<file path="src/rtl/seq_divider_pkg.sv">
// Shared arithmetic constants and types for the sequential divider family.
package seq_divider_pkg;

  localparam int DIV_WIDTH = 32;

  typedef enum logic [1:0] {
    IDLE = 2'd0,
    BUSY = 2'd1,
    DONE = 2'd2
  } div_state_e;

  // Step counter must be able to hold the value n itself, not just n-1.
  function automatic int cnt_width(input int n);
    return $clog2(n + 1);
  endfunction

  localparam int DIV_CNT_W = cnt_width(DIV_WIDTH);

endpackage

</file>
<file path="src/rtl/seq_divider_step.sv">
// One restoring-division step: shift in a dividend bit, trial-subtract, select.
module div_step #(
  parameter int W = 32
) (
  input  logic [W-1:0] rem_i,
  input  logic         bit_i,
  input  logic [W-1:0] divisor_i,
  output logic [W-1:0] rem_o,
  output logic         q_o
);

  logic [W:0] shifted;

  assign shifted = {rem_i, bit_i};
  assign q_o     = (shifted >= {1'b0, divisor_i});
  // A successful trial always leaves a result below the divisor, so W bits suffice.
  assign rem_o   = q_o ? W'(shifted - {1'b0, divisor_i}) : shifted[W-1:0];

endmodule

</file>
<file path="src/rtl/seq_divider.sv">
// Multi-cycle restoring divider, signed/unsigned, one quotient bit per cycle.
module seq_divider
  import seq_divider_pkg::*;
#(
  parameter int NUM_SIZE = DIV_WIDTH
) (
  input  logic                clk,
  input  logic                rstN,
  input  logic                inValid,
  output logic                inReady,
  input  logic                signedOp,
  input  logic [NUM_SIZE-1:0] dIn0,
  input  logic [NUM_SIZE-1:0] dIn1,
  output logic                outValid,
  input  logic                outReady,
  output logic [NUM_SIZE-1:0] quotient,
  output logic [NUM_SIZE-1:0] remainder,
  output logic                divByZero
);

  localparam int CNT_W = cnt_width(NUM_SIZE);

  div_state_e          state_q, state_d;
  logic [CNT_W-1:0]    cnt_q, cnt_d;
  logic [NUM_SIZE-1:0] prem_q, prem_d;    // partial remainder (magnitude)
  logic [NUM_SIZE-1:0] quo_q, quo_d;      // dividend bits out, quotient bits in
  logic [NUM_SIZE-1:0] dvs_q, dvs_d;      // divisor magnitude
  logic [NUM_SIZE-1:0] dvd_q, dvd_d;      // original dividend for the zero case
  logic                qneg_q, qneg_d;
  logic                rneg_q, rneg_d;
  logic                zero_q, zero_d;
  logic [NUM_SIZE-1:0] quot_out_q, quot_out_d;
  logic [NUM_SIZE-1:0] rem_out_q, rem_out_d;
  logic                dbz_q, dbz_d;

  logic                a_neg, b_neg;
  logic [NUM_SIZE-1:0] step_rem;
  logic                step_q;

  assign a_neg = signedOp & dIn0[NUM_SIZE-1];
  assign b_neg = signedOp & dIn1[NUM_SIZE-1];

  div_step #(.W(NUM_SIZE)) u_step (
    .rem_i     (prem_q),
    .bit_i     (quo_q[NUM_SIZE-1]),
    .divisor_i (dvs_q),
    .rem_o     (step_rem),
    .q_o       (step_q)
  );

  assign inReady   = (state_q == IDLE);
  assign outValid  = (state_q == DONE);
  assign quotient  = quot_out_q;
  assign remainder = rem_out_q;
  assign divByZero = dbz_q;

  always_comb begin
    // NOTE: every _d starts as its _q so no path through the case leaves a latch.
    state_d    = state_q;
    cnt_d      = cnt_q;
    prem_d     = prem_q;
    quo_d      = quo_q;
    dvs_d      = dvs_q;
    dvd_d      = dvd_q;
    qneg_d     = qneg_q;
    rneg_d     = rneg_q;
    zero_d     = zero_q;
    quot_out_d = quot_out_q;
    rem_out_d  = rem_out_q;
    dbz_d      = dbz_q;

    unique case (state_q)
      IDLE: begin
        if (inValid) begin
          state_d = BUSY;
          cnt_d   = '0;
          prem_d  = '0;
          quo_d   = a_neg ? -dIn0 : dIn0;
          dvs_d   = b_neg ? -dIn1 : dIn1;
          dvd_d   = dIn0;
          qneg_d  = a_neg ^ b_neg;
          rneg_d  = a_neg;
          zero_d  = (dIn1 == '0);
        end
      end
      BUSY: begin
        if (cnt_q == CNT_W'(NUM_SIZE)) begin
          state_d = DONE;
          // Sign fix-up; the overflow case falls out naturally since -MIN == MIN.
          if (zero_q) begin
            quot_out_d = '1;
            rem_out_d  = dvd_q;
            dbz_d      = 1'b1;
          end else begin
            quot_out_d = qneg_q ? -quo_q : quo_q;
            rem_out_d  = rneg_q ? -prem_q : prem_q;
            dbz_d      = 1'b0;
          end
        end else begin
          prem_d = step_rem;
          quo_d  = {quo_q[NUM_SIZE-2:0], step_q};
          cnt_d  = cnt_q + CNT_W'(1);
        end
      end
      DONE: begin
        if (outReady) state_d = IDLE;
      end
      default: state_d = IDLE;
    endcase
  end

  always_ff @(posedge clk or negedge rstN) begin
    if (!rstN) begin
      state_q    <= IDLE;
      cnt_q      <= '0;
      prem_q     <= '0;
      quo_q      <= '0;
      dvs_q      <= '0;
      dvd_q      <= '0;
      qneg_q     <= 1'b0;
      rneg_q     <= 1'b0;
      zero_q     <= 1'b0;
      quot_out_q <= '0;
      rem_out_q  <= '0;
      dbz_q      <= 1'b0;
    end else begin
      // NOTE: non-blocking so every register samples the pre-edge values.
      state_q    <= state_d;
      cnt_q      <= cnt_d;
      prem_q     <= prem_d;
      quo_q      <= quo_d;
      dvs_q      <= dvs_d;
      dvd_q      <= dvd_d;
      qneg_q     <= qneg_d;
      rneg_q     <= rneg_d;
      zero_q     <= zero_d;
      quot_out_q <= quot_out_d;
      rem_out_q  <= rem_out_d;
      dbz_q      <= dbz_d;
    end
  end

endmodule

</file>
<file path="config.mk">
export PLATFORM = sky130hd
export DESIGN_NAME = seq_divider
export DESIGN_NICKNAME = d
export VERILOG_FILES = /design/src/rtl/seq_divider_pkg.sv /design/src/rtl/seq_divider_step.sv /design/src/rtl/seq_divider.sv
export SDC_FILE = /design/constraint.sdc
export NUM_CORES = 1
export LEC_CHECK = 0
export CAP_MARGIN = 15
export CORE_MARGIN = 1
export CORE_UTILIZATION = 52
export DETAILED_ROUTE_END_ITERATION = 6
export PLACE_DENSITY = 0.77
export SYNTH_ARGS = -nofsm -noshare
export SYNTH_HDL_FRONTEND = slang
export SYNTH_SLANG_ARGS = --single-unit
</file>
<file path="constraint.sdc">
create_clock -name clk -period 2.6 [get_ports clk]
set_input_delay 0.52 -clock clk [delete_from_list [all_inputs] [get_ports clk]]
set_output_delay 0.52 -clock clk [all_outputs]
set_load 0.03 [all_outputs]
</file>
==> results.sh <==
export IMPL_clkTransAtPathRegs_ns=0.06
export IMPL_drtIter0Drc=1072
export IMPL_timing_final_crit_period_ns=2.84
export IMPL_cpLargestDelayFamily="simple AND/OR/NAND/NOR gates"
export IMPL_grt_overflow=0
export IMPL_portBuffers=135
export IMPL_synthArstFlopShare_pct=100
export IMPL_violations="negative setup slack"
export IMPL_grt_pass1_vias=12200
export IMPL_fin_nets=1991
export IMPL_irDropWorstVdd_mv=0.624
export IMPL_utilization_pct=74.5
export IMPL_syn_nets=1651
export IMPL_timing_rr_end="remainder[28]"
export IMPL_io_pins=136
export IMPL_root_buffer="clkbuf_16"
export IMPL_r2r_cells=10
export IMPL_gp_congestion=0.909
export IMPL_initial_core_util_pct=53.4
export IMPL_dp_hpwl_um=28200
export IMPL_clockBufferDepth=3
export IMPL_cts_buffers=22
export IMPL_avgRoutedWirePerCell_um=18.2
export IMPL_core_area_um2=23600
export IMPL_status="finished with violations"
export IMPL_max_freq_mhz=352
export IMPL_path_buf_inv=1
export IMPL_fin_ws_ns=-0.244
export IMPL_dieArea_um2=24900
export IMPL_grt_first_pass_wirelength_um=62600
export IMPL_clock_latency_ns=0.52
export IMPL_reg2reg_from="prem_q[17]"
export IMPL_fp_dieW_um=158
export IMPL_ant_nets=0
export IMPL_insertedDiodeCount=0
export IMPL_seq_area_frac_synth_pct=40.5
export IMPL_post_synth_top_count_cell="nand2_1"
export IMPL_r2r_slack_ns=-0.24
export IMPL_max_slew_margin_rel_pct=30.5
export IMPL_drv_cap=0
export IMPL_slowest_delay_ns=0.52
export IMPL_synth_cell_types=67
export IMPL_avgSynthCellArea_um2=8.17
export IMPL_p_leak_nw=7.84
export IMPL_cp_start_kind="register"
export IMPL_cpMaxStageDelayCell="or4_4"
export IMPL_post_place_ws_ns=-0.321
export IMPL_vias=12700
export IMPL_max_slew_worst_pin_slew_ns=1.04
export IMPL_viasPerCell=5.72
export IMPL_synth_warning_count=0
export IMPL_synth_edf_count=0
export IMPL_grt_antenna_before_repair=0
export IMPL_dr_pass1_iters=5
export IMPL_p_per_area_nw_per_um2=1540
export IMPL_crit_top_cell="or4_4"
export IMPL_grt_max_degree=75
export IMPL_rsz0062_at_grt="true"
export IMPL_final_setup_viol_count=49
export IMPL_end_kind="register"
export IMPL_wl_um=40400
export IMPL_yosysTopAreaCellShare_pct=40.5
export IMPL_synth_seq_cells=204
export IMPL_drc=0
export IMPL_required_ns=2.98
export IMPL_worstPathArrival_ns=3.23
export IMPL_crit_type="reg -> reg"
export IMPL_area_delta_synth_final_pct=39.5
export IMPL_finalMaxSlewViolations=0
export IMPL_htree_levels=1
export IMPL_fillers=1661
export IMPL_synth_cells=1543
export IMPL_path_cells="buf_6 -> or4_4 -> or2_4 -> or4_4 -> nand2b_4 -> o31ai_4 -> xor2_1 -> nor2_1 -> a21oi_1 -> o21ai_1"
export IMPL_syn_area_um2=12600
export IMPL_grt_usage_pct=31.8
export IMPL_hold_class="in -> async"
export IMPL_ys_top_cells_by_count="286 x nand2_1, 204 x dfrtp_1, 167 x o21ai_0"
export IMPL_crit_fanout=3
export IMPL_num_rows=56
export IMPL_cts_tree="built"
export IMPL_cts_hold_buf=0
export IMPL_chipHeight_um=158
export IMPL_cts_sinks=204
export IMPL_layout_drive_gt1_share_pct=22.0
export IMPL_synth_area_leader_cell="dfrtp_1"
export IMPL_min_period_over_period_pct=109
export IMPL_synth_ff_type="dfrtp_1"
export IMPL_synth_area_leaders="dfrtp_1 40%, nand2_1 8.5%, o21ai_0 6.6%"
export IMPL_skew_ns=0.0128
export IMPL_hold_violations=0
export IMPL_tns_ns=-6.41
final cells by class:
class | instances | area [um2] | area share (%)
Multi-Input combinational cell | 1199 | 7560 | 43.0
Sequential cell | 204 | 5110 | 29.1
Clock inverter | 15 | 164 | 0.932
Tap cell | 319 | 399 | 2.27
Timing Repair Buffer | 396 | 3540 | 20.1
Inverter | 60 | 225 | 1.28
Clock buffer | 25 | 593 | 3.37
placed cells by master, fill, tap and decap left out, types with 13 or more instances in the layout:
| cell | count |
|---|---|
| nand3_1 | 19 |
| o21ai_1 | 24 |
| mux2i_1 | 21 |
| a21oi_1 | 132 |
| buf_6 | 16 |
| o21ai_0 | 140 |
| ha_1 | 31 |
| clkdlybuf4s50_1 | 134 |
| a31oi_1 | 16 |
| dfrtp_1 | 198 |
| buf_4 | 231 |
| inv_1 | 53 |
| o31ai_1 | 18 |
| a21oi_2 | 16 |
| a21o_1 | 13 |
| nor3_1 | 22 |
| nand2_1 | 277 |
| nor2_1 | 134 |
| clkbuf_16 | 24 |
| xor2_1 | 82 |
| xnor2_1 | 57 |
where the power goes:
part | switching, mW | leakage (nW) | internal (mW) | total (mW)
combinational | 9.55 | 4.92 | 8.25 | 17.8
clock | 1.36 | 0.366 | 1.94 | 3.30
sequential | 1.32 | 2.55 | 4.73 | 6.05
total | 12.2 | 7.84 | 14.9 | 27.2
layer usage:
layer | track usage [%] | up-vias | share of wire (%)
met4 | 14.7 | 0 | 4.3
met3 | 4.41 | 134 | 7.1
met5 | 0 | - | 0
met2 | 52.3 | 504 | 47
li1 | - | 6016 | -
met1 | 41.5 | 6026 | 41
cells by family (layout without fill, tap and decap cells):
group / count (synthesis) / in the layout / synth area share (%)
and+or+nand+nor: 555 / 555 / 19.3
AOI/OAI and AO/OA: 437 / 437 / 19.9
DFF: 204 / 204 / 40.5
xor gates and xnor gates: 145 / 145 / 10.1
buffers and inverters: 140 / 496 / 4.52
adders and majority gates: 39 / 39 / 3.93
muxes: 23 / 23 / 1.83
sequential cells by signal, indices dropped and copies added (netlist names):
register and flops:
remainder 32, dvd_q 32, zero_q 1, divByZero 1, qneg_q 1, prem_q 32, state_q 2, rneg_q 1
quo_q 32, cnt_q 6, dvs_q 32, quotient 32
through the flow:
stage	instances	hold WS, ns	total power [mW]	cell area, um2
after global routing	2218	0.0554	29.0	17600
after floorplan	1543	0.224	15.2	12700
after detailed placement	2134	0.459	21.0	15900
final	2218	0.0313	27.2	17600
after CTS	2204	0.0529	25.8	17300
after global placement	2134	0.455	20.6	15900
timing repair:
item	4_1_cts	5_1_grt
gates cloned	3	1
endpoints found under the setup margin	51	61
setup buffers	27	20
pin swaps	59	42
resized for setup	79	76
worst max-delay path by stage:
| stage | startpoint | endpoint | slack, ns | cells past startpoint |
|---|---|---|---|---|
| final | prem_q[17] | remainder[28] | -0.24 | 10 |
| after global routing | prem_q[17] | remainder[28] | -0.32 | 10 |
| after CTS | prem_q[0] | remainder[28] | -0.17 | 11 |
| after detailed placement | dIn1[8] | dvs_q[28] | -0.32 | 9 |
| after global placement | dIn1[8] | dvs_q[26] | -0.23 | 9 |
| after floorplan | quo_q[5] | quotient[26] | -0.09 | 9 |
(Power assumes the default switching activity.)
